## src/rtl/ultra_pkg.sv

```systemverilog
// Shared widths, command opcodes, entry layout and serialiser state for the ultra result FIFO.
package ultra_pkg;

    localparam int unsigned DATA_W  = 20;
    localparam int unsigned META_W  = 16;
    localparam int unsigned ENTRY_W = 36;
    localparam int unsigned CHUNK_W = 9;
    localparam int unsigned CHUNKS  = 4;
    localparam int unsigned CIDX_W  = $clog2(CHUNKS);
    localparam int unsigned BCNT_W  = $clog2(CHUNK_W);

    localparam logic [2:0] OP_READ      = 3'd5;
    localparam logic [2:0] OP_CLR_OFLOW = 3'd6;
    localparam logic [2:0] OP_FLUSH     = 3'd7;

    typedef enum logic [0:0] {
        SER_IDLE  = 1'b0,
        SER_SHIFT = 1'b1
    } ser_state_e;

    typedef struct packed {
        logic [META_W-1:0] meta;
        logic [DATA_W-1:0] data;
    } entry_t;

    // Wire order is LSB first: chunk 0 carries entry bits [8:0].
    function automatic logic [CHUNK_W-1:0] chunk_of(input entry_t e, input logic [CIDX_W-1:0] idx);
        logic [ENTRY_W-1:0] flat;
        flat = e;
        case (idx)
            2'd0:    chunk_of = flat[8:0];
            2'd1:    chunk_of = flat[17:9];
            2'd2:    chunk_of = flat[26:18];
            default: chunk_of = flat[35:27];
        endcase
    endfunction

endpackage

```

## src/rtl/ultra_chunk_serializer.sv

```systemverilog
// Nine-bit load/shift serialiser: emits one chunk LSB first and flags its final bit cycle on done_c_o.
module ultra_chunk_serializer
    import ultra_pkg::*;
(
    input  logic               clk,
    input  logic               reset,
    input  logic               abort_i,
    input  logic               load_i,
    input  logic [CHUNK_W-1:0] chunk_i,
    output logic               bits_o,
    output logic               busy_o,
    output logic               done_c_o
);

    ser_state_e          state_q, state_d;
    logic [CHUNK_W-1:0]  sr_q, sr_d;
    logic [BCNT_W-1:0]   cnt_q, cnt_d;
    logic                bits_q, bits_d;

    always_ff @(posedge clk) begin
        if (reset) begin
            state_q <= SER_IDLE;
            sr_q    <= '0;
            cnt_q   <= '0;
            bits_q  <= 1'b0;
        end else begin
            state_q <= state_d;
            sr_q    <= sr_d;
            cnt_q   <= cnt_d;
            bits_q  <= bits_d;
        end
    end

    // Bit 0 goes out on the load edge so bit k appears k+1 cycles after the request.
    always_comb begin
        state_d  = state_q;
        sr_d     = sr_q;
        cnt_d    = cnt_q;
        bits_d   = 1'b0;
        done_c_o = 1'b0;
        case (state_q)
            SER_IDLE: begin
                if (load_i) begin
                    state_d = SER_SHIFT;
                    bits_d  = chunk_i[0];
                    sr_d    = chunk_i >> 1;
                    cnt_d   = '0;
                end
            end
            SER_SHIFT: begin
                if (cnt_q == BCNT_W'(CHUNK_W - 1)) begin
                    state_d  = SER_IDLE;
                    done_c_o = 1'b1;
                end else begin
                    bits_d = sr_q[0];
                    sr_d   = sr_q >> 1;
                    cnt_d  = cnt_q + BCNT_W'(1);
                end
            end
            default: state_d = SER_IDLE;
        endcase
        if (abort_i) begin
            state_d  = SER_IDLE;
            bits_d   = 1'b0;
            done_c_o = 1'b0;
        end
    end

    assign bits_o = bits_q;
    assign busy_o = (state_q == SER_SHIFT);

endmodule

```

## src/rtl/ultra_result_fifo.sv

```systemverilog
// Per-block result FIFO with chunked serial readout and broadcast command decode.
// ULTRA_RESULT_FIFO_META_EN: store the 16-bit meta field; otherwise meta is dropped and reads back as zero.
module ultra_result_fifo
    import ultra_pkg::*;
#(
    parameter int unsigned UNIT  = 0,
    parameter int unsigned DEPTH = 16
) (
    input  logic              clk,
    input  logic              reset,
    input  logic [DATA_W-1:0] in_data,
    input  logic [META_W-1:0] in_meta,
    input  logic              in_valid,
    input  logic              fifo_req,
    output logic              fifo_bits,
    output logic              fifo_empty,
    output logic              fifo_oflow,
    input  logic              strobe,
    input  logic [2:0]        opcode,
    input  logic [19:0]       command
);

    localparam int unsigned PTR_W = $clog2(DEPTH);
    localparam int unsigned CNT_W = PTR_W + 1;

    logic [PTR_W-1:0]   wr_ptr_q, wr_ptr_d, rd_ptr_q, rd_ptr_d, wr_addr_c;
    logic [CNT_W-1:0]   count_q, count_d;
    logic [CIDX_W-1:0]  cidx_q, cidx_d;
    logic               empty_q, empty_d;
    logic               oflow_q, oflow_d;
    logic               nonempty_q, nonempty_d;
    logic               strobe_q;
    logic               cmd_vld_q;
    logic [2:0]         cmd_op_q;
    logic               flush_c, clr_c, load_c, pop_c, wr_c, drop_c, busy_c, done_c;
    logic [CHUNK_W-1:0] load_chunk_c;
    entry_t             head_c;
    logic               unused_cmd;

    assign unused_cmd = ^command[19:8];

`ifdef ULTRA_RESULT_FIFO_META_EN
    entry_t mem_q [DEPTH];

    always_ff @(posedge clk) begin
        if (wr_c) mem_q[wr_addr_c] <= {in_meta, in_data};
    end

    assign head_c = mem_q[rd_ptr_q];
`else
    logic [DATA_W-1:0] mem_q [DEPTH];
    logic              unused_meta;

    always_ff @(posedge clk) begin
        if (wr_c) mem_q[wr_addr_c] <= in_data;
    end

    assign head_c      = {META_W'(0), mem_q[rd_ptr_q]};
    assign unused_meta = ^in_meta;
`endif

    // Command decode runs one cycle behind the strobe toggle; opcode 5 belongs to the controller.
    always_comb begin
        flush_c = 1'b0;
        clr_c   = 1'b0;
        if (cmd_vld_q) begin
            case (cmd_op_q)
                OP_CLR_OFLOW: clr_c   = 1'b1;
                OP_FLUSH:     flush_c = 1'b1;
                OP_READ:      ;
                default:      ;
            endcase
        end
    end

    assign load_c       = fifo_req && !busy_c && !flush_c;
    assign load_chunk_c = (count_q != '0) ? chunk_of(head_c, cidx_q) : '0;
    assign pop_c        = done_c && (cidx_q == CIDX_W'(CHUNKS - 1)) && nonempty_q;
    assign wr_c         = in_valid && (flush_c || (count_q != CNT_W'(DEPTH)) || pop_c);
    assign drop_c       = in_valid && !wr_c;

    always_comb begin
        wr_ptr_d   = wr_ptr_q + PTR_W'(wr_c);
        rd_ptr_d   = rd_ptr_q + PTR_W'(pop_c);
        count_d    = count_q + CNT_W'(wr_c) - CNT_W'(pop_c);
        cidx_d     = cidx_q + CIDX_W'(done_c);
        wr_addr_c  = wr_ptr_q;
        nonempty_d = nonempty_q;
        oflow_d    = oflow_q;
        if (load_c) nonempty_d = (count_q != '0);
        // A write in the flush cycle lands in slot 0 of the emptied FIFO.
        if (flush_c) begin
            wr_addr_c = '0;
            wr_ptr_d  = PTR_W'(wr_c);
            rd_ptr_d  = '0;
            count_d   = CNT_W'(wr_c);
            cidx_d    = '0;
        end
        if (clr_c)  oflow_d = 1'b0;
        if (drop_c) oflow_d = 1'b1;
        empty_d = (count_d == '0);
    end

    always_ff @(posedge clk) begin
        if (reset) begin
            wr_ptr_q   <= '0;
            rd_ptr_q   <= '0;
            count_q    <= '0;
            cidx_q     <= '0;
            empty_q    <= 1'b1;
            oflow_q    <= 1'b0;
            nonempty_q <= 1'b0;
            strobe_q   <= strobe;
            cmd_vld_q  <= 1'b0;
            cmd_op_q   <= '0;
        end else begin
            wr_ptr_q   <= wr_ptr_d;
            rd_ptr_q   <= rd_ptr_d;
            count_q    <= count_d;
            cidx_q     <= cidx_d;
            empty_q    <= empty_d;
            oflow_q    <= oflow_d;
            nonempty_q <= nonempty_d;
            strobe_q   <= strobe;
            cmd_vld_q  <= (strobe != strobe_q) && (command[7:0] == 8'(UNIT));
            cmd_op_q   <= opcode;
        end
    end

    ultra_chunk_serializer u_ser (
        .clk      (clk),
        .reset    (reset),
        .abort_i  (flush_c),
        .load_i   (load_c),
        .chunk_i  (load_chunk_c),
        .bits_o   (fifo_bits),
        .busy_o   (busy_c),
        .done_c_o (done_c)
    );

    assign fifo_empty = empty_q;
    assign fifo_oflow = oflow_q;

endmodule

```

## config.mk

```make
export PLATFORM = sky130hd
export DESIGN_NAME = ultra_result_fifo
export DESIGN_NICKNAME = d
export VERILOG_FILES = /design/src/rtl/ultra_pkg.sv /design/src/rtl/ultra_chunk_serializer.sv /design/src/rtl/ultra_result_fifo.sv
export SDC_FILE = /design/constraint.sdc
export NUM_CORES = 1
export LEC_CHECK = 0
export BUFFER_PORTS_ARGS = -buffer_cell sky130_fd_sc_hd__buf_4
export CORE_MARGIN = 2
export CORE_UTILIZATION = 60
export CTS_BUF_LIST = sky130_fd_sc_hd__clkbuf_16
export DETAILED_ROUTE_END_ITERATION = 8
export HOLD_SLACK_MARGIN = 0.06
export PLACE_DENSITY = 0.78
export SYNTH_ARGS = -nofsm -noshare
export SYNTH_HDL_FRONTEND = slang
export SYNTH_SLANG_ARGS = --single-unit
```

## constraint.sdc

```tcl
create_clock -name clk -period 4.1 [get_ports clk]
set_input_delay 0.82 -clock clk [delete_from_list [all_inputs] [get_ports clk]]
set_output_delay 0.82 -clock clk [all_outputs]
set_load 0.005 [all_outputs]
```

==> results.yml, run 1 <==
grt:
  grt_max_degree: 57
  grt_pass1_wl_um: 46000
  track_usage: 0.258
  antenna_found_initial: 0
  globalRoute.totalOverflow: 0
  grt_pass1_vias: 7767
setup_path:
  max_stage_delay_ns: 0.47
  arrival_ns: 3.58
  path_buf_inv: 4
  cp_top_family: "adder cells"
  crit_top_cell: "inv_1"
  required_ns: 4.53
  end_kind: "register"
  cp_slowest_cell: "nand4_1"
  critPathKind: "register to register"
  reg2reg_slack_ns: 0.95
  cp_max_fo: 14
  path_cells: "nand4_1 -> o211ai_1 -> and2_1 -> inv_1 -> ha_1 -> inv_1 -> ha_1 -> inv_1 -> fa_1 -> inv_1 -> a21oi_1 -> o21bai_1 -> xnor2_1 -> a211oi_1"
  startpoint_type: "register"
power:
  vdd_drop_max_mv: 0.296
  swShare: 0.219
  clkPwrFrac: 0.402
  seqPwrFrac: 0.526
  total_power_mw: 7.91
  p_leak_nw: 5.17
  p_sw_mw: 1.73
  p_int_mw: 6.18
  power_frac_comb: 0.073
  power_density_nw_per_um2: 493
timing:
  fin_crit_ns: 3.15
  tns_ns: 0
  clock_skew_ns: 0.0149
  min_period_over_period: 0.768
  worstMarginPinSlew_ns: 1.08
  relSlewSlack: 0.274
  setup_viol: 0
  fmax_ghz: 0.318
  final-hold-violation-count: 0
  rsz0062_at_grt: "false"
  slew_violations: 0
logic_synthesis:
  ys.flop_type: "edfxtp_1"
  async_flop_share: 0
  synthTopCellsByArea: "edfxtp_1, mux4_2, dfxtp_1"
  synth-seq-cells: 357
  synth_top_area_share: 0.679
  synth_mux_area_frac: 0.138
  synth_top_family_by_area: "multiplexers"
  synth-simple-area-share: 0.0576
  synthCells: 769
  synth_area_um2: 14100
  synth_compound_area_frac: 0.0354
  yosysWarnings: 0
  yosysSeqAreaShare: 0.732
  synth_edf_count: 320
  avgSynthCellArea_um2: 18.4
  syn_nets: 847
  yosysUniqueCellTypes: 57
  synthAdderAreaFrac: 0.0129
  synth_xor_xnor_area_share: 0.00743
  yosys.area.top_type: "edfxtp_1"
floorplanning:
  row_count: 56
  dieArea_um2: 24800
  core_um2: 23300
  die_h_um: 158
  dieWidth_um: 158
  initial_utilization: 0.606
  ios: 67
clocking:
  root_buffer: "clkbuf_16"
  ctsLongestPathBuffers: 3
  ctsResizeCount: 0
  path_clk_slew_ns: 0.06
  clock_latency_ns: 0.52
  cts_tree: "done"
  htreeDepth: 2
  clock-sinks: 357
  post-cts-setup-buffer-count: 0
  numCtsBuffers: 37
  hold_buffers: 0
detailed_routing:
  drt_wl_total_um: 30800
  drt_iter0_markers: 750
  viasPerCell: 6.41
  drcViolationCount: 0
  drt-pass1-iter-count: 7
  antenna_left: 0
  wl_per_cell_um: 26.2
  vias: 7550
outcome:
  status: "finished, final reports clean"
job:
  maxCapViolCount: 0
finish:
  fillers: 1416
  drive_above_1_share: 0.248
  insertedDiodeCount: 0
  area_delta_synth_final_pct: 13.4
  final_nets: 909
place:
  portBuffers: 38
  hpwlAfterDp_um: 17700
  gp_congestion: 0.807
worst_hold_path:
  min_path_type: "primary input to register"
==> cells in the final DEF (no fill, tap or decap), types with 7 or more instances in the layout <==
master / n
a21oi_1: 18
buf_4: 58
clkbuf_16: 39
clkinv_2: 7
dfxtp_1: 34
edfxtp_1: 320
ha_1: 13
inv_1: 23
mux2i_1: 22
mux4_2: 70
nand2_1: 40
nand3_1: 15
nor2_1: 34
nor2_2: 16
nor2b_1: 8
o211ai_1: 10
or2_2: 7
xnor2_1: 7
==> worst reg2reg max path, delay by kind of cell, from the launching register on <==
family / cells / cell delay, ns
buf+inv: 4 / 0.27
fa+ha+maj: 3 / 0.87
compound gates: 4 / 0.70
xor+xnor: 1 / 0.12
simple gates: 2 / 0.76
flops: 1 / 0.35
==> state kept, by name, indices dropped and copies added, names as in the netlist, 2 cells and up <==
name	flops
cidx_q	2
u_ser.cnt_q	4
wr_ptr_q	4
rd_ptr_q	4
u_ser.sr_q	8
count_q	5
mem_q	320
cmd_op_q	3
==> metal layers <==
metal	vias to the layer above	share of wire	track usage
met5	-	0	0
met4	0	0.037	0.106
met3	84	0.080	0.0496
met2	390	0.50	0.424
met1	3868	0.38	0.346
li1	3208	-	-
==> synthesized netlist by cell type (7+ instances only) <==
cell type  instances
o211ai_1          10
ha_1              13
nand2_1           40
a21oi_1           18
nor2_1            50
xnor2_1            7
edfxtp_1         320
mux2i_1           22
mux4_2            70
or2_2              7
nand3_1           15
nor2b_1            8
clkbuf_1          18
inv_1             10
dfxtp_1           37
==> power groups by stage <==
stage                     logic (mW)  registers (mW)  clock network [mW]
after detailed placement       0.565            4.23                   0
final                          0.576            4.16                3.18
after CTS                      0.576            4.16                3.21
after global placement         0.529            4.22                   0
after floorplan                0.341            4.22                   0
after global routing           0.632            4.17                3.35
==> per-stage QoR <==
step	utilization	worst slack, ns	cells	cell area, µm²	hold slack [ns]
finish	0.688	0.953	1178	16000	0.421
global route	0.688	0.599	1178	16000	0.414
CTS	0.688	0.938	1178	16000	0.411
detailed placement	0.638	1.03	1111	14900	0.462
global placement	0.638	1.14	1111	14900	0.452
floorplan	-	1.32	769	14100	0.437
==> worst paths after layout <==
check	startpoint	to	cells past startpoint
worst max-delay path	cmd_op_q[1]	fifo_empty	14
worst min-delay path	strobe	strobe_q	1
worst max register to register	cmd_op_q[1]	fifo_empty	14
worst min register to register	nonempty_q	nonempty_q	2
==> cell families after synthesis <==
family | count (synthesis)
compound gates | 72
xor+xnor | 12
fa+ha+maj | 14
buf+inv | 49
flops | 357
mux | 100
simple gates | 165
==> cell type report <==
type,count,area (µm²),area share
Sequential cell,357,10400,0.646
Multi-Input combinational cell,363,3590,0.224
Clock buffer,39,976,0.0608
Timing Repair Buffer,61,495,0.0309
Tap cell,319,399,0.0249
Clock inverter,28,184,0.0115
Inverter,11,41.3,0.00257
Note: power is estimated with default switching activity, not from simulation.
==> inputs of run 2 (changes only) <==
clock period = 3.1 ns   (was 4.1 ns; I/O delays follow)
==> run 2 against run 1 <==
  * Count of clock-buffer cells in the layout fell by 2
  * Flip-flop and latch count unchanged
  * Total power grew 29%
  * Die area unchanged
  * Via count is 0.29% higher
  * Combinational power rose by 39%
  * Global-route usage is 0.13 points higher
  * Worst setup slack got worse by 0.83 ns
  * Wire length is 0.23% lower
  * Utilization is 0.35 points higher
  * Critical path type unchanged
==> results.yml, run 2 (same netlist as run 1, synthesis figures left out) <==
finish:
  final_cell_mix: "edfxtp_1, buf_4, mux4_2"
  multi_input_area_um2: 3610
  largest_register_ffs: 320
  area_delta_synth_final_pct: 14.0
  final_util: 0.691
  fillers: 1431
  final_cells: 1191
  layout_commonest_cell: "edfxtp_1"
  final_nets: 926
  drive_above_1_share: 0.259
  insertedDiodeCount: 0
  seqCellArea_um2: 10400
  regMostFlops: "mem_q"
  top_regs: "mem_q x320, u_ser.sr_q x8, count_q x5"
floorplanning:
  dieWidth_um: 158
  dieArea_um2: 24800
  die_h_um: 158
  core_um2: 23300
  initial_utilization: 0.606
  row_count: 56
  ios: 67
timing:
  relSlewSlack: 0.307
  fmax_ghz: 0.336
  worst_hold_slack_ns: 0.237
  final-hold-violation-count: 0
  worstMarginPinSlew_ns: 1.02
  clock_skew_ns: 0.0138
  fin_crit_ns: 2.97
  min_period_over_period: 0.959
  slew_violations: 0
  setup_viol: 0
  setup_ws_ns: 0.126
outcome:
  status: "finished, final reports clean"
setup_path:
  required_ns: 3.53
  end_kind: "register"
  path_cells: "inv_1 -> ha_1 -> nand4b_1 -> buf_4 -> nor3_1 -> ha_1 -> inv_1 -> ha_1 -> inv_1 -> fa_1 -> inv_1 -> a21oi_1 -> o21bai_1 -> xnor2_1 -> a211oi_2"
  cp_slowest_cell: "fa_1"
  startpoint_type: "register"
  max_stage_delay_ns: 0.43
  reg2reg_slack_ns: 0.13
  cp_max_fo: 5
  critPathKind: "register to register"
  arrival_ns: 3.40
  crit_top_cell: "inv_1"
power:
  power_density_nw_per_um2: 635
  p_leak_nw: 5.21
  vdd_drop_max_mv: 0.440
  total_power_mw: 10.2
detailed_routing:
  antenna_left: 0
  drt_wl_total_um: 30800
  wl_per_cell_um: 25.8
  drt-pass1-iter-count: 5
  drt_iter0_markers: 845
  drcViolationCount: 0
  viasPerCell: 6.36
  vias: 7572
clocking:
  cts_tree: "done"
  numCtsBuffers: 36
  path_clk_slew_ns: 0.06
  clock-sinks: 357
  hold_buffers: 0
  ctsLongestPathBuffers: 3
  clock_latency_ns: 0.51
  htreeDepth: 2
  root_buffer: "clkbuf_16"
place:
  portBuffers: 38
  pre_cts_slack_ns: -0.0295
  hpwlAfterDp_um: 18100
  place_inst: 1127
  gp_congestion: 0.853
job:
  maxCapViolCount: 0
worst_hold_path:
  min_path_type: "primary input to register"
grt:
  antenna_found_initial: 0
  globalRoute.totalOverflow: 0
  track_usage: 0.260
  grt_max_degree: 47
  grt_pass1_vias: 7789
  grt_pass1_wl_um: 46600
run 2: metal layers:
metal / track usage / up-vias / part of all wire
met3: 0.0600 / 73 / 0.094
met1: 0.363 / 3884 / 0.39
met4: 0.0848 / 0 / 0.030
met2: 0.413 / 380 / 0.48
met5: 0 / - / 0
li1: - / 3235 / -
run 2: final timing paths:
kind,from,end,cells past startpoint
setup reg to reg,u_ser.cnt_q[0],fifo_empty,15
hold / removal,strobe,strobe_q,1
setup / recovery,u_ser.cnt_q[0],fifo_empty,15
hold reg to reg,u_ser.sr_q[7],u_ser.sr_q[7],2
run 2: power by group:
part / leakage [nW] / internal, mW / switching, mW / total, mW
clock network: 0.548 / 2.23 / 1.70 / 3.93
logic: 1.46 / 0.341 / 0.463 / 0.803
registers: 3.19 / 5.43 / 0.0764 / 5.50
run 2: what timing repair did:
item                                    in CTS  in global routing
buffers inserted                             0                  2
pin swaps                                    0                  2
endpoints found under the setup margin       1                  2
resized for setup                            2                  3
run 2: through the flow:
stage / setup TNS (ns) / area [µm²]
global placement: 0 / 15000
floorplan: 0 / 14100
CTS: 0 / 16100
finish: 0 / 16100
global route: -0.00609 / 16100
detailed placement: -0.0295 / 15000
run 2: final cells by class:
class | instances | area share
Clock buffer | 37 | 0.0574
Clock inverter | 25 | 0.00830
Inverter | 11 | 0.00256
Multi-Input combinational cell | 363 | 0.224
Sequential cell | 357 | 0.642
Tap cell | 319 | 0.0247
Timing Repair Buffer | 79 | 0.0407
run 2: worst max-delay path, delay by kind of cell (launching register included):
| family | cells | cell delay, ns |
|---|---|---|
| AND/OR/NAND/NOR | 2 | 0.42 |
| XOR/XNOR | 1 | 0.14 |
| buffers and inverters | 5 | 0.46 |
| adder cells (fa/ha/maj) | 4 | 1.07 |
| flip-flops | 1 | 0.36 |
| AO/OA/AOI/OAI | 3 | 0.46 |
==> inputs of run 3 (changes only) <==
CTS_BUF_LIST = sky130_fd_sc_hd__clkbuf_8   (was sky130_fd_sc_hd__clkbuf_16)
==> run 3 against run 2 <==
  * Die area unchanged
  * Wire length decreased by 1.7%
  * Clock skew increased by 0.0025 ns
  * Global-route usage shrank 0.092 points
  * First-iteration DRC count down 5.4%
  * Critical path type unchanged
  * Critical endpoint unchanged
  * Largest power group unchanged
==> results.yml, run 3 (same netlist as run 1, synthesis figures left out) <==
timing:
  worst_hold_slack_ns: 0.160
  worstMarginPinSlew_ns: 1.02
  rsz0062_at_grt: "false"
  min_period_over_period: 0.946
  fmax_ghz: 0.341
  relSlewSlack: 0.308
  fin_crit_ns: 2.93
  tns_ns: 0
  setup_viol: 0
  clock_skew_ns: 0.0164
  setup_ws_ns: 0.168
  final-hold-violation-count: 0
  slew_violations: 0
finish:
  regMostFlops: "mem_q"
  drive_above_1_share: 0.283
  fin_area_um2: 16200
  area_delta_synth_final_pct: 14.2
  insertedDiodeCount: 0
  fillers: 1424
  final_nets: 945
  final_cells: 1230
  layout_commonest_cell: "edfxtp_1"
  top_regs: "mem_q x320, u_ser.sr_q x8, count_q x5"
  final_cell_mix: "edfxtp_1, buf_4, mux4_2"
  largest_register_ffs: 320
setup_path:
  reg2reg_slack_ns: 0.17
  critPathKind: "register to register"
  end_kind: "register"
  startpoint_type: "register"
  required_ns: 3.60
  rr_worst_depth: 16
  cp_max_fo: 5
  arrival_ns: 3.43
detailed_routing:
  wl_per_cell_um: 24.6
  drt-pass1-iter-count: 5
  drt_iter0_markers: 799
  antenna_left: 0
  vias: 7621
  drt_wl_total_um: 30200
  drcViolationCount: 0
  viasPerCell: 6.20
floorplanning:
  ios: 67
  core_um2: 23300
  die_h_um: 158
  initial_utilization: 0.606
  row_count: 56
  dieArea_um2: 24800
  dieWidth_um: 158
worst_hold_path:
  min_path_type: "primary input to register"
  hold_depth: 1
power:
  p_leak_nw: 5.27
  vdd_drop_max_mv: 0.332
  power_density_nw_per_um2: 626
clocking:
  path_clk_slew_ns: 0.06
  clock_latency_ns: 0.59
  root_buffer: "clkbuf_8"
  htreeDepth: 2
  cts_tree: "done"
  numCtsBuffers: 55
  clock-sinks: 357
  ctsLongestPathBuffers: 3
  hold_buffers: 0
grt:
  grt_pass1_wl_um: 46600
  track_usage: 0.259
  globalRoute.totalOverflow: 0
  antenna_found_initial: 0
  grt_pass1_vias: 7959
  grt_max_degree: 47
place:
  hpwlAfterDp_um: 18100
  gp_congestion: 0.853
  placed_area_um2: 15000
  pre_cts_slack_ns: -0.0295
  place_inst: 1127
  portBuffers: 38
outcome:
  status: "finished, final reports clean"
job:
  maxCapViolCount: 0
run 3: report_power, final:
part           internal, mW  switching (mW)  total (mW)
Combinational         0.353           0.463       0.816
Clock                  2.03            1.77        3.80
Sequential             5.43          0.0745        5.50
run 3: final cells by class:
type                    instances  area, µm²  area share
clock buffers                  56        771      0.0477
clock inverters                45        309      0.0191
inverters                      11       41.3     0.00256
multi-input cells             363       3620       0.224
flip-flops and latches        357      10400       0.641
well taps                     319        399      0.0247
repair buffers                 79        656      0.0406
run 3: critical path, cell delays in order (launching register included):
cell	delay, ns
dfxtp_1	0.36
inv_1	0.08
ha_1	0.18
nand4b_1	0.14
o211ai_1	0.19
and2_4	0.17
inv_1	0.04
ha_1	0.28
inv_1	0.06
ha_1	0.16
inv_1	0.07
fa_1	0.43
inv_1	0.07
a21oi_1	0.06
o21bai_1	0.22
xnor2_2	0.11
a211oi_2	0.23
run 3: worst paths after layout:
| kind | to | from |
|---|---|---|
| worst min-delay path | strobe_q | strobe |
| worst max register to register | fifo_empty | u_ser.cnt_q[0] |
| worst max-delay path | fifo_empty | u_ser.cnt_q[0] |
| worst min register to register | u_ser.sr_q[7] | u_ser.sr_q[7] |
run 3: what timing repair did:
| item | in CTS | in global routing |
|---|---|---|
| pin swaps | 0 | 4 |
| setup endpoints to repair | 1 | 2 |
| gates resized for setup | 2 | 5 |
| buffers inserted | 0 | 2 |
run 3: routing by layer:
layer | GRT usage | share of wire | routed length, µm
met1 | 0.362 | 0.40 | 11900
met2 | 0.418 | 0.49 | 14800
met3 | 0.0501 | 0.088 | 2660
met4 | 0.0853 | 0.026 | 795
met5 | 0 | 0 | 0
run 3: stage by stage:
step	power (mW)	utilization
6_report	10.1	0.693
5_1_grt	10.5	0.693
4_1_cts	10.1	0.691
3_5_place_dp	6.36	0.644
3_3_place_gp	6.28	0.644
2_1_floorplan	6.03	-
